$ cat config.mk
export PLATFORM = sky130hd
export DESIGN_NAME = pattern_scan_ctrl
export DESIGN_NICKNAME = d
export VERILOG_FILES = /design/src/rtl/scan_pkg.sv /design/src/rtl/seq_det_mealy.sv /design/src/rtl/pattern_scan_ctrl.sv
export SDC_FILE = /design/constraint.sdc
export NUM_CORES = 1
export LEC_CHECK = 0
export CAP_MARGIN = 0
export CORE_ASPECT_RATIO = 1.2
export CORE_MARGIN = 2
export CORE_UTILIZATION = 25
export CTS_CLUSTER_DIAMETER = 80
export DETAILED_ROUTE_END_ITERATION = 16
export GPL_ROUTABILITY_DRIVEN = 0
export PLACE_DENSITY = 0.41
export RECOVER_POWER = 100
export SYNTH_ARGS = -nofsm -noshare
export SYNTH_HDL_FRONTEND = slang
export SYNTH_HIERARCHICAL = 1
export SYNTH_SLANG_ARGS = --single-unit
$ cat constraint.sdc
create_clock -name clk -period 2.86 [get_ports clk]
set_clock_uncertainty 0.15 [all_clocks]
set_input_delay 0.286 -clock clk [delete_from_list [all_inputs] [get_ports clk]]
set_output_delay 0.286 -clock clk [all_outputs]
set_load 0.1 [all_outputs]
$ cat src/rtl/scan_pkg.sv
// scan_pkg: shared FSM/detector state encodings and the scanned pattern
package scan_pkg;
   typedef enum logic [1:0] {IDLE, SHIFT, DONE} fsm_t;
   typedef enum logic [1:0] {S0, S1, S2, S3} det_t;
   localparam logic [3:0] PATTERN = 4'b1011;
endpackage

$ cat src/rtl/seq_det_mealy.sv
// seq_det_mealy: overlapping Mealy detector for PATTERN, advancing only when en=1
module seq_det_mealy
   import scan_pkg::*;
(
   input  logic clk,
   input  logic reset,
   input  logic clr,
   input  logic en,
   input  logic bit_in,
   output logic z
);
   det_t st, nxt;
   // next detector state and same-cycle match output
   always_comb begin
      nxt = st == S0 ? (bit_in ? S1 : S0) :
            st == S1 ? (bit_in ? S1 : S2) :
            st == S2 ? (bit_in ? S3 : S0) :
                       (bit_in ? S1 : S2);
      z = en && st == S3 && bit_in == PATTERN[0];
   end
   // detector state register; clr restarts history at S0
   always_ff @(posedge clk) begin
      if (!reset || clr) st <= S0;
      else if (en) st <= nxt;
   end
endmodule

$ cat src/rtl/pattern_scan_ctrl.sv
// pattern_scan_ctrl: scans a parallel word MSB-first through seq_det_mealy; SCAN_CARRY_EN keeps detector history across words
module pattern_scan_ctrl
   import scan_pkg::*;
#(
   parameter int DATA_W = 8,
   parameter int CNT_W  = 4,
   parameter int POS_W  = 3
) (
   input  logic              clk,
   input  logic              reset,
   input  logic              start,
   input  logic [DATA_W-1:0] data_in,
   output logic              busy,
   output logic              done,
   output logic              serial_bit,
   output logic              z,
   output logic [CNT_W-1:0]  match_count,
   output logic              found,
   output logic [POS_W-1:0]  first_pos
);
   fsm_t state, nxt;
   logic [DATA_W-1:0] sreg;
   logic [POS_W-1:0] idx;
   logic accept, last, en, clr;
   // next-state and status outputs
   always_comb begin
      accept = state == IDLE && start;
      last = idx == POS_W'(DATA_W - 1);
      nxt = state == IDLE ? (start ? SHIFT : IDLE) :
            state == SHIFT ? (last ? DONE : SHIFT) : IDLE;
      busy = state != IDLE;
      done = state == DONE;
      en = state == SHIFT;
      serial_bit = en && sreg[DATA_W-1];
   end
`ifdef SCAN_CARRY_EN
   assign clr = 1'b0;
`else
   assign clr = accept;
`endif
   seq_det_mealy u_det (
      .clk    (clk),
      .reset  (reset),
      .clr    (clr),
      .en     (en),
      .bit_in (serial_bit),
      .z      (z)
   );
   // FSM state register
   always_ff @(posedge clk) begin
      if (!reset) state <= IDLE;
      else state <= nxt;
   end
   // shift register, bit index and result registers
   always_ff @(posedge clk) begin
      if (!reset) begin
         sreg <= '0;
         idx <= '0;
         match_count <= '0;
         found <= 1'b0;
         first_pos <= '0;
      end else if (accept) begin
         sreg <= data_in;
         idx <= '0;
         match_count <= '0;
         found <= 1'b0;
         first_pos <= '0;
      end else if (en) begin
         sreg <= sreg << 1;
         idx <= idx + POS_W'(1);
         if (z) begin
            if (match_count != '1) match_count <= match_count + CNT_W'(1);
            found <= 1'b1;
            if (!found) first_pos <= idx;
         end
      end
   end
endmodule

==> run summary, run 1 <==
Status: completed
Num Clock Sinks: 23
Routed via count: 871
WHS Path Cells: 2
First-pass GRT wire length: 4000 µm
Hold Startpoint: sreg[0]$_SDFFE_PN0P_
Flop2flop setup slack: 0.46 ns
Post-Syn Instances: 110
Initial Util: 0.262
Mapped Nets: 124
Vias in the first global route: 845
Tcrit/Tclk final: 0.840
Seq cells post-synth: 23
Hold Path End: sreg[0]$_SDFFE_PN0P_
Seq/Total Area, Yosys: 0.447
Io pins: 23
Setup violators final: 0
Setup Crit Path Kind: flop to flop
TNS Setup: 0 ns
Initial DRT Pass Iterations: 3
CTS tree: yes
FF-to-FF Start: state[0]$_SDFF_PN0_
Post-CTS Resized: 0
Clock transition at path regs: 0.08 ns
Proportion of layout cells with a drive suffix above 1: 0.0902
CTS Buf Count: 3
Minimum clock period: 2.40 ns
CP startpoint kind: flop
Synthesized cell area: 1030 µm²
Iter 0 DRT Violations: 27
Routed vias/inst: 4.66
Post-DRT Antenna Nets: 0
Die X: 62.6 µm
Dpl hpwl: 1680 µm
Syn avg cell area: 9.37 µm²
Pleak: 0.470 nW
Mux contribution to synthesized area: 0.0291
Setup bufs post-CTS: 0
DRT Wirelength: 2260 µm
Synth top area cells: dfxtp_1, a21oi_1, o21ai_0
GRT Resource Usage Total: 0.107
Worst VDD drop: 137 µV
Fill cells: 472
Longest Clk Path Bufs: 2
Data required, critical path: 2.91 ns
Worst Tran Pin Value: 1.19 ns
H-tree depth: 1
Ys Warns: 6
Initial antenna violation count: 0
NumNets Final: 148
Routed wl met2: 1090 µm
M1 WL: 1050 µm
Routed wl met3: 95 µm
R2r endpoint: match_count[0]$_SDFFE_PP0P_
Root Driver: clkbuf_8
Main combinational cell family by area after synthesis: simple AND/OR/NAND/NOR gates
FP Rows: 25
Fmax: 416 MHz
Post-Synth Adder-Cell Area: 0.0364
P per Cell Area: 486 nW/µm²
Post-synth top area share: 0.447
Critical Path AT: 2.45 ns
Largest net degree at the start of global routing: 13
DR top layer: met4
Final Slew Violations: 0
Final instance count without filler cells: 187
CTS Hold Bufs: 0
R2r worst-path depth: 7
RSZ-0062 raised after global routing: false
Min-Delay Path Class: flop to flop
Area Overhead vs Synth: 22.7%
Worst-path maximum fanout: 10
Maxcap violations: 0
XOR/XNOR share of the synthesized area: 0.00850
Final hold vios: 0
Avg WL per Cell: 12.1 µm
Die height: 74.3 µm
IO Port Bufs: 22
Setup crit end kind: flop
Placed insts: 183
Netlist cell types: 36
Hold Slack: 0.329 ns
Util after Layout: 0.321
Slew Limit Headroom: 0.210
Residual DRC count: 0
Placeable Area: 3940 µm²
Ant. Diodes: 0
Synth Area in Compound Gates: 0.210
Simple-gate area share of the yosys netlist: 0.228
Die area: 4660 µm²
Global route overflow: 0
Latest clock arrival within the worst-skew pair: 0.26 ns
Area leader, netlist: dfxtp_1
==> metrics by stage <==
step / area, µm² / power, mW / setup WS [ns]
floorplan: 1030 / 0.401 / 0.201
global placement: 1290 / 0.426 / 0.672
detailed placement: 1290 / 0.427 / 0.625
CTS: 1340 / 0.633 / 0.541
global route: 1260 / 0.651 / 0.227
finish: 1260 / 0.615 / 0.458
==> metal layers <==
layer | vias to the layer above | global-route usage
met3 | 2 | 0.0182
li1 | 444 | -
met5 | - | 0
met4 | 0 | 0.0444
met1 | 409 | 0.126
met2 | 16 | 0.194
==> synth_stat cells, drive strengths merged <==
library cell	n
nor3	2
o22ai	7
and4bb	1
nand3b	3
a41oi	1
and3	3
and4b	1
buf	3
or3	1
nand2	6
nor2	7
o21ba	1
and3b	1
xnor2	1
dfxtp	23
nor2b	2
clkbuf	1
nand3	1
a211oi	1
nand2b	4
a21boi	1
clkinv	1
nor3b	1
o21ai	13
and2	1
ha	3
mux2i	3
and4	1
a21oi	14
inv	2
==> sequential cells by signal, indices dropped and copies added (netlist names) <==
signal       cells
found            1
first_pos        3
state            2
u_det/st         2
sreg             8
idx              3
match_count      4
==> cell usage in the layout (no fill, tap or decap), types with 2 or more instances in the layout <==
master / instances
a21oi_1: 13
and3_1: 3
clkbuf_1: 9
clkbuf_2: 3
clkbuf_8: 3
clkdlybuf4s50_1: 10
dfxtp_1: 23
ha_1: 3
inv_1: 2
mux2i_1: 3
nand2_1: 6
nand2b_1: 3
nand3b_1: 3
nor2_1: 7
nor2b_1: 2
nor3_1: 2
o21ai_0: 13
o22ai_1: 7
==> area by class of cell <==
class / count / area (µm²) / share of cell area
clock buffer: 4 / 45.0 / 0.0356
inverter: 3 / 11.3 / 0.00890
multi-input combinational: 80 / 508 / 0.402
sequential: 23 / 460 / 0.364
tap: 54 / 67.6 / 0.0534
timing repair buffer: 23 / 173 / 0.136
==> cells by family after synthesis <==
family	count (synthesis)
AOI/OAI and AO/OA	38
DFF	23
xor gates and xnor gates	1
and+or+nand+nor	35
muxes	3
buffers and inverters	7
adders and majority gates	3
==> worst max-delay path by stage <==
stage	start	endpoint	slack [ns]
after floorplan	state[0]$_SDFF_PN0_	match_count[3]$_SDFFE_PP0P_	0.20
after global placement	state[0]$_SDFF_PN0_	match_count[0]$_SDFFE_PP0P_	0.67
after detailed placement	state[0]$_SDFF_PN0_	match_count[0]$_SDFFE_PP0P_	0.63
after CTS	state[0]$_SDFF_PN0_	z	0.54
after global routing	state[0]$_SDFF_PN0_	match_count[0]$_SDFFE_PP0P_	0.23
final	state[0]$_SDFF_PN0_	match_count[0]$_SDFFE_PP0P_	0.46
==> power breakdown <==
| part | total (mW) | internal, mW | leakage [nW] | switching (mW) |
|---|---|---|---|---|
| combinational | 0.0733 | 0.0329 | 0.260 | 0.0405 |
| clock | 0.201 | 0.0993 | 0.0228 | 0.102 |
| sequential | 0.341 | 0.332 | 0.188 | 0.00838 |
==> critical path, stage by stage, from the launching register on <==
cell      delay, ns
dfxtp_1        0.51
nor2b_1        0.17
buf_4          0.17
and2_0         0.24
and4_1         0.33
nand3b_1       0.22
or3_1          0.41
a21oi_2        0.13
Note: power is estimated with default switching activity, not from simulation.
==> inputs of run 2 (changes only) <==
--- a/config.mk
+++ b/config.mk
@@ -12,7 +12,7 @@
 export CTS_CLUSTER_DIAMETER = 80
 export DETAILED_ROUTE_END_ITERATION = 16
 export GPL_ROUTABILITY_DRIVEN = 0
-export PLACE_DENSITY = 0.41
+export PLACE_DENSITY = 0.43
 export RECOVER_POWER = 100
 export SYNTH_ARGS = -nofsm -noshare
 export SYNTH_HDL_FRONTEND = slang
==> constraint.sdc (replaced) <==
create_clock -name clk -period 2.05 [get_ports clk]
set_clock_uncertainty 0.15 [all_clocks]
set_input_delay 0.205 -clock clk [delete_from_list [all_inputs] [get_ports clk]]
set_output_delay 0.205 -clock clk [all_outputs]
set_load 0.1 [all_outputs]
==> run 2 against run 1 <==
Net effect:
- combinational power rose by 43%
- register-to-register slack got worse by 0.25 ns
- die area stayed put
- largest cell class unchanged
- critical path type is now flop to output pin
- flip-flop and latch count unchanged
- worst hold slack improved by 0.0035 ns
- critical endpoint is now z
- sequential share of layout area down 0.99 points
==> run summary, run 2 (same netlist as run 1, synthesis figures left out) <==
Status: completed
Clock network fraction of total power: 0.329
Avg WL per Cell: 11.5 µm
Hold Startpoint: sreg[0]$_SDFFE_PN0P_
Worst Tran Pin Value: 0.544 ns
Final hold vios: 0
Clock transition at path regs: 0.08 ns
Area Overhead vs Synth: 26.5%
Setup crit end kind: output pin
GRT Max-Usage Layer: met2
Routed via count: 872
Iter 0 DRT Violations: 22
Longest Clk Path Bufs: 2
Initial antenna violation count: 0
Routed vias/inst: 4.59
Placeable Area: 3940 µm²
GRT Resource Usage Total: 0.103
CTS tree: yes
Num Clock Sinks: 23
First-pass GRT wire length: 3770 µm
Setup Crit Path Kind: flop to output pin
Residual DRC count: 0
Met1 GRT Util: 0.115
NumNets Final: 151
R2r endpoint: match_count[0]$_SDFFE_PP0P_
Switching power share of the total: 0.251
Die area: 4660 µm²
FP Rows: 25
Worst-path maximum fanout: 10
Slew Limit Headroom: 0.639
Most common cell after layout, fill and taps aside: dfxtp_1
Latest clock arrival within the worst-skew pair: 0.26 ns
Critical Path AT: 1.55 ns
Initial DRT Pass Iterations: 4
Pleak: 0.539 nW
Met3 global-route usage: 0.0197
Minimum clock period: 1.91 ns
Final instance count without filler cells: 190
Flop2flop setup slack: 0.21 ns
IO Port Bufs: 22
Ant. Diodes: 0
Proportion of layout cells with a drive suffix above 1: 0.184
Global route overflow: 0
Data required, critical path: 1.69 ns
P per Cell Area: 664 nW/µm²
Largest net degree at the start of global routing: 14
R2r worst-path depth: 6
Die height: 74.3 µm
Largest register FFs: 8
Tcrit/Tclk final: 0.930
Internal: 648 µW
Combinational share of power: 0.122
Dpl hpwl: 1670 µm
Largest regs: sreg (8), match_count (4)
Sequential power share: 0.549
Io pins: 23
Maxcap violations: 0
Initial Util: 0.262
Top reg by flops: sreg
CP startpoint kind: flop
FF-to-FF Start: state[0]$_SDFF_PN0_
Worst VDD drop: 309 µV
Most frequent cells in the layout: dfxtp_1, a21oi_1, o21ai_0
Placed insts: 186
Met2 usage: 0.194
TNS Setup: 0 ns
Sw Pwr: 217 µW
Vias in the first global route: 839
Total power: 865 µW
Final Slew Violations: 0
H-tree depth: 1
Min-Delay Path Class: flop to flop
DRT Wirelength: 2180 µm
Setup violators final: 0
Fmax: 525 MHz
Die X: 62.6 µm
Post-DRT Antenna Nets: 0
CTS Buf Count: 3
RSZ-0062 raised after global routing: false
Hold Path End: sreg[0]$_SDFFE_PN0P_
WHS Path Cells: 2
Root Driver: clkbuf_8
## run 2: cell count changes in the layout (fill, tap and decap cells not counted), sizes merged
cell    delta
buf        +3
clkbuf     -1
clkinv     +1
## run 2: area by class of cell
| type | instances | area, µm² |
|---|---|---|
| fillers | 457 | 2640 |
| multi-input cells | 80 | 513 |
| well taps | 54 | 67.6 |
| flip-flops and latches | 23 | 462 |
| repair buffers | 26 | 204 |
| clock buffers | 3 | 41.3 |
| inverters | 3 | 11.3 |
| clock inverters | 1 | 5.00 |
## run 2: metal layers
metal | vias to the layer above | share of wire | wire length, µm
met5 | - | 0 | 0
met4 | 0 | 0.013 | 29
met3 | 4 | 0.043 | 94
met2 | 19 | 0.50 | 1100
met1 | 400 | 0.44 | 958
li1 | 449 | - | -
## run 2: power groups by stage
| stage | Sequential, mW | Combinational, mW | Clock [mW] |
|---|---|---|---|
| 2_1_floorplan | 0.481 | 0.0802 | 0 |
| 3_3_place_gp | 0.486 | 0.116 | 0 |
| 3_5_place_dp | 0.486 | 0.116 | 0 |
| 4_1_cts | 0.476 | 0.116 | 0.296 |
| 5_1_grt | 0.478 | 0.116 | 0.315 |
| 6_report | 0.475 | 0.105 | 0.285 |
## run 2: worst max path at each step
stage | from | cells past startpoint | slack (ns) | endpoint
2_1_floorplan | state[0]$_SDFF_PN0_ | 8 | -0.33 | match_count[3]$_SDFFE_PP0P_
3_3_place_gp | state[0]$_SDFF_PN0_ | 6 | 0.17 | match_count[2]$_SDFFE_PP0P_
3_5_place_dp | state[0]$_SDFF_PN0_ | 6 | 0.11 | match_count[3]$_SDFFE_PP0P_
4_1_cts | state[0]$_SDFF_PN0_ | 4 | 0.07 | z
5_1_grt | state[0]$_SDFF_PN0_ | 4 | 0.05 | z
6_report | state[0]$_SDFF_PN0_ | 4 | 0.14 | z
## run 2: critical path, stage by stage, from the launching register on
cell and delay [ns]:
dfxtp_2 0.43, nor2b_2 0.21, and2_4 0.17, and4_4 0.24, buf_6 0.23
## run 2: through the flow
| step | cell area (µm²) | util | hold WS (ns) | setup slack (ns) |
|---|---|---|---|---|
| detailed placement | 1350 | 0.343 | 0.311 | 0.107 |
| global placement | 1350 | 0.343 | 0.314 | 0.167 |
| CTS | 1400 | 0.354 | 0.334 | 0.0741 |
| finish | 1300 | 0.331 | 0.333 | 0.144 |
| floorplan | 1050 | - | 0.190 | -0.334 |
| global route | 1300 | 0.331 | 0.367 | 0.0492 |
## run 2: timing repair
item	4_1_cts	5_1_grt
hold buffers	0	0
endpoints found under the setup margin	0	1
resized for setup	0	1
buffers inserted	0	0
==> inputs of run 3 (changes only) <==
--- a/config.mk
+++ b/config.mk
@@ -12,8 +12,9 @@
 export CTS_CLUSTER_DIAMETER = 80
 export DETAILED_ROUTE_END_ITERATION = 16
 export GPL_ROUTABILITY_DRIVEN = 0
-export PLACE_DENSITY = 0.43
+export PLACE_DENSITY = 0.41
 export RECOVER_POWER = 100
+export SKIP_LAST_GASP = 1
 export SYNTH_ARGS = -nofsm -noshare
 export SYNTH_HDL_FRONTEND = slang
 export SYNTH_HIERARCHICAL = 1
==> constraint.sdc (replaced) <==
create_clock -name clk -period 2.4 [get_ports clk]
set_clock_uncertainty 0.15 [all_clocks]
set_input_delay 0.24 -clock clk [delete_from_list [all_inputs] [get_ports clk]]
set_output_delay 0.24 -clock clk [all_outputs]
set_load 0.1 [all_outputs]
==> run 3 against run 2 <==
Net effect:
- non-clock buffer count down 1
- flip-flop and latch count unchanged
- clock-buffer cell count grew 1
- critical path type unchanged
- worst hold slack got worse by 0.0023 ns
- sequential share of layout area rose by 0.56 points
- first-iteration DRC count grew 50%
- cell area shrank 1.8%
- clock power fell by 15%
- die area unchanged
- final cell count fell by 0.53%
==> run summary, run 3 (same netlist as run 1, synthesis figures left out) <==
Avg WL per Cell: 11.7 µm
P per Cell Area: 574 nW/µm²
Largest register FFs: 8
NumNets Final: 150
Post-CTS Resized: 0
Die area: 4660 µm²
Setup bufs post-CTS: 0
Combinational share of power: 0.123
Die height: 74.3 µm
Largest regs: sreg (8), match_count (4)
CP delay by family, top: buffers and inverters
CP startpoint kind: flop
Io pins: 23
Ant. Diodes: 0
Proportion of layout cells with a drive suffix above 1: 0.0963
R2r worst-path depth: 6
Data required, critical path: 2.01 ns
DRT Wirelength: 2210 µm
Critical Path AT: 1.69 ns
Internal: 553 µW
IO Port Bufs: 22
Hold Startpoint: first_pos[1]$_SDFFE_PP0P_
Largest net degree at the start of global routing: 13
WP buf/inv: 3
Most common cell after layout, fill and taps aside: dfxtp_1
Worst-path maximum fanout: 9
Minimum clock period: 2.08 ns
Sequential power share: 0.549
Pleak: 0.498 nW
GRT Resource Usage Total: 0.104
Num Clock Sinks: 23
Sw Pwr: 181 µW
Routed via count: 851
Placeable Area: 3940 µm²
Setup Crit Path Kind: flop to output pin
Residual DRC count: 0
Iter 0 DRT Violations: 33
Final Slew Violations: 0
TNS Setup: 0 ns
Clock transition at path regs: 0.08 ns
Dpl hpwl: 1610 µm
Setup violators final: 0
Critical path, cell by cell: clkbuf_1 -> inv_1 -> nand2_1 -> clkbuf_2
Hold Path End: first_pos[1]$_SDFFE_PP0P_
FF-to-FF Start: state[1]$_SDFF_PP0_
Routed vias/inst: 4.50
RSZ-0062 raised after global routing: false
First-pass GRT wire length: 3800 µm
Clock network fraction of total power: 0.328
Die X: 62.6 µm
R2r endpoint: match_count[2]$_SDFFE_PP0P_
Latest clock arrival within the worst-skew pair: 0.27 ns
CTS tree: yes
Most frequent cells in the layout: dfxtp_1, a21oi_1, o21ai_0
CP max stage delay: 0.46 ns
Initial DRT Pass Iterations: 4
WHS Path Cells: 2
Post-DRT Antenna Nets: 0
Worst VDD drop: 183 µV
Hold Slack: 0.330 ns
Fmax: 480 MHz
Worst path depth: 4
Global route overflow: 0
Top reg by flops: sreg
Status: completed
FP Rows: 25
Vias in the first global route: 827
Switching power share of the total: 0.247
Final hold vios: 0
H-tree depth: 1
CTS Hold Bufs: 0
CTS Buf Count: 3
Setup crit end kind: output pin
Longest Clk Path Bufs: 2
Area Overhead vs Synth: 24.2%
Slew Limit Headroom: 0.215
Root Driver: clkbuf_8
Flop2flop setup slack: 0.47 ns
Initial Util: 0.262
Tcrit/Tclk final: 0.869
Initial antenna violation count: 0
Worst Tran Pin Value: 1.18 ns
Crit-path slowest cell: clkbuf_2
Maxcap violations: 0
Min-Delay Path Class: flop to flop
==> run 3: cell types whose count changed in the layout (fill, tap and decap cells not counted), sizes merged <==
cell    change
clkbuf      +3
buf         -3
clkinv      -1
==> run 3: metal layers <==
layer	vias up	track usage	wire, µm
li1	448	-	-
met1	384	0.127	1000
met2	15	0.173	1070
met3	4	0.0257	99
met4	0	0.0519	38
met5	-	0	0
==> run 3: worst max path at each step <==
stage	start	to	slack [ns]
after floorplan	state[0]$_SDFF_PN0_	match_count[3]$_SDFFE_PP0P_	0.01
after global placement	state[1]$_SDFF_PP0_	match_count[0]$_SDFFE_PP0P_	0.60
after detailed placement	state[1]$_SDFF_PP0_	match_count[0]$_SDFFE_PP0P_	0.53
after CTS	state[1]$_SDFF_PP0_	z	0.45
after global routing	state[0]$_SDFF_PN0_	busy	0.20
final	state[0]$_SDFF_PN0_	busy	0.32
==> run 3: cell type report <==
class | instances | area [µm²]
inverter | 3 | 11.3
fill | 450 | 2660
sequential | 23 | 460
timing repair buffer | 25 | 180
tap | 54 | 67.6
multi-input combinational | 80 | 515
clock buffer | 4 | 45.0
==> run 3: worst register-to-register path: cells and delay by family, from the launching register on <==
family,cells,cell delay [ns]
DFF,1,0.37
and+or+nand+nor,6,1.30
==> run 3: power by group through the flow <==
stage	Clock [mW]	Combinational (mW)	Sequential [mW]
floorplan	0	0.0684	0.410
global placement	0	0.100	0.412
detailed placement	0	0.100	0.412
CTS	0.255	0.100	0.403
global route	0.275	0.100	0.405
finish	0.241	0.0904	0.403
==> run 3: through the flow <==
step           cell area, µm²  instances  setup WS, ns  power, mW  utilization
4_1_cts                  1350        189         0.453      0.758        0.343
3_3_place_gp             1310        185         0.602      0.512        0.332
5_1_grt                  1280        189         0.202      0.780        0.325
6_report                 1280        189         0.315      0.735        0.325
3_5_place_dp             1310        185         0.530      0.512        0.332
2_1_floorplan            1040        110       0.00969      0.479            -
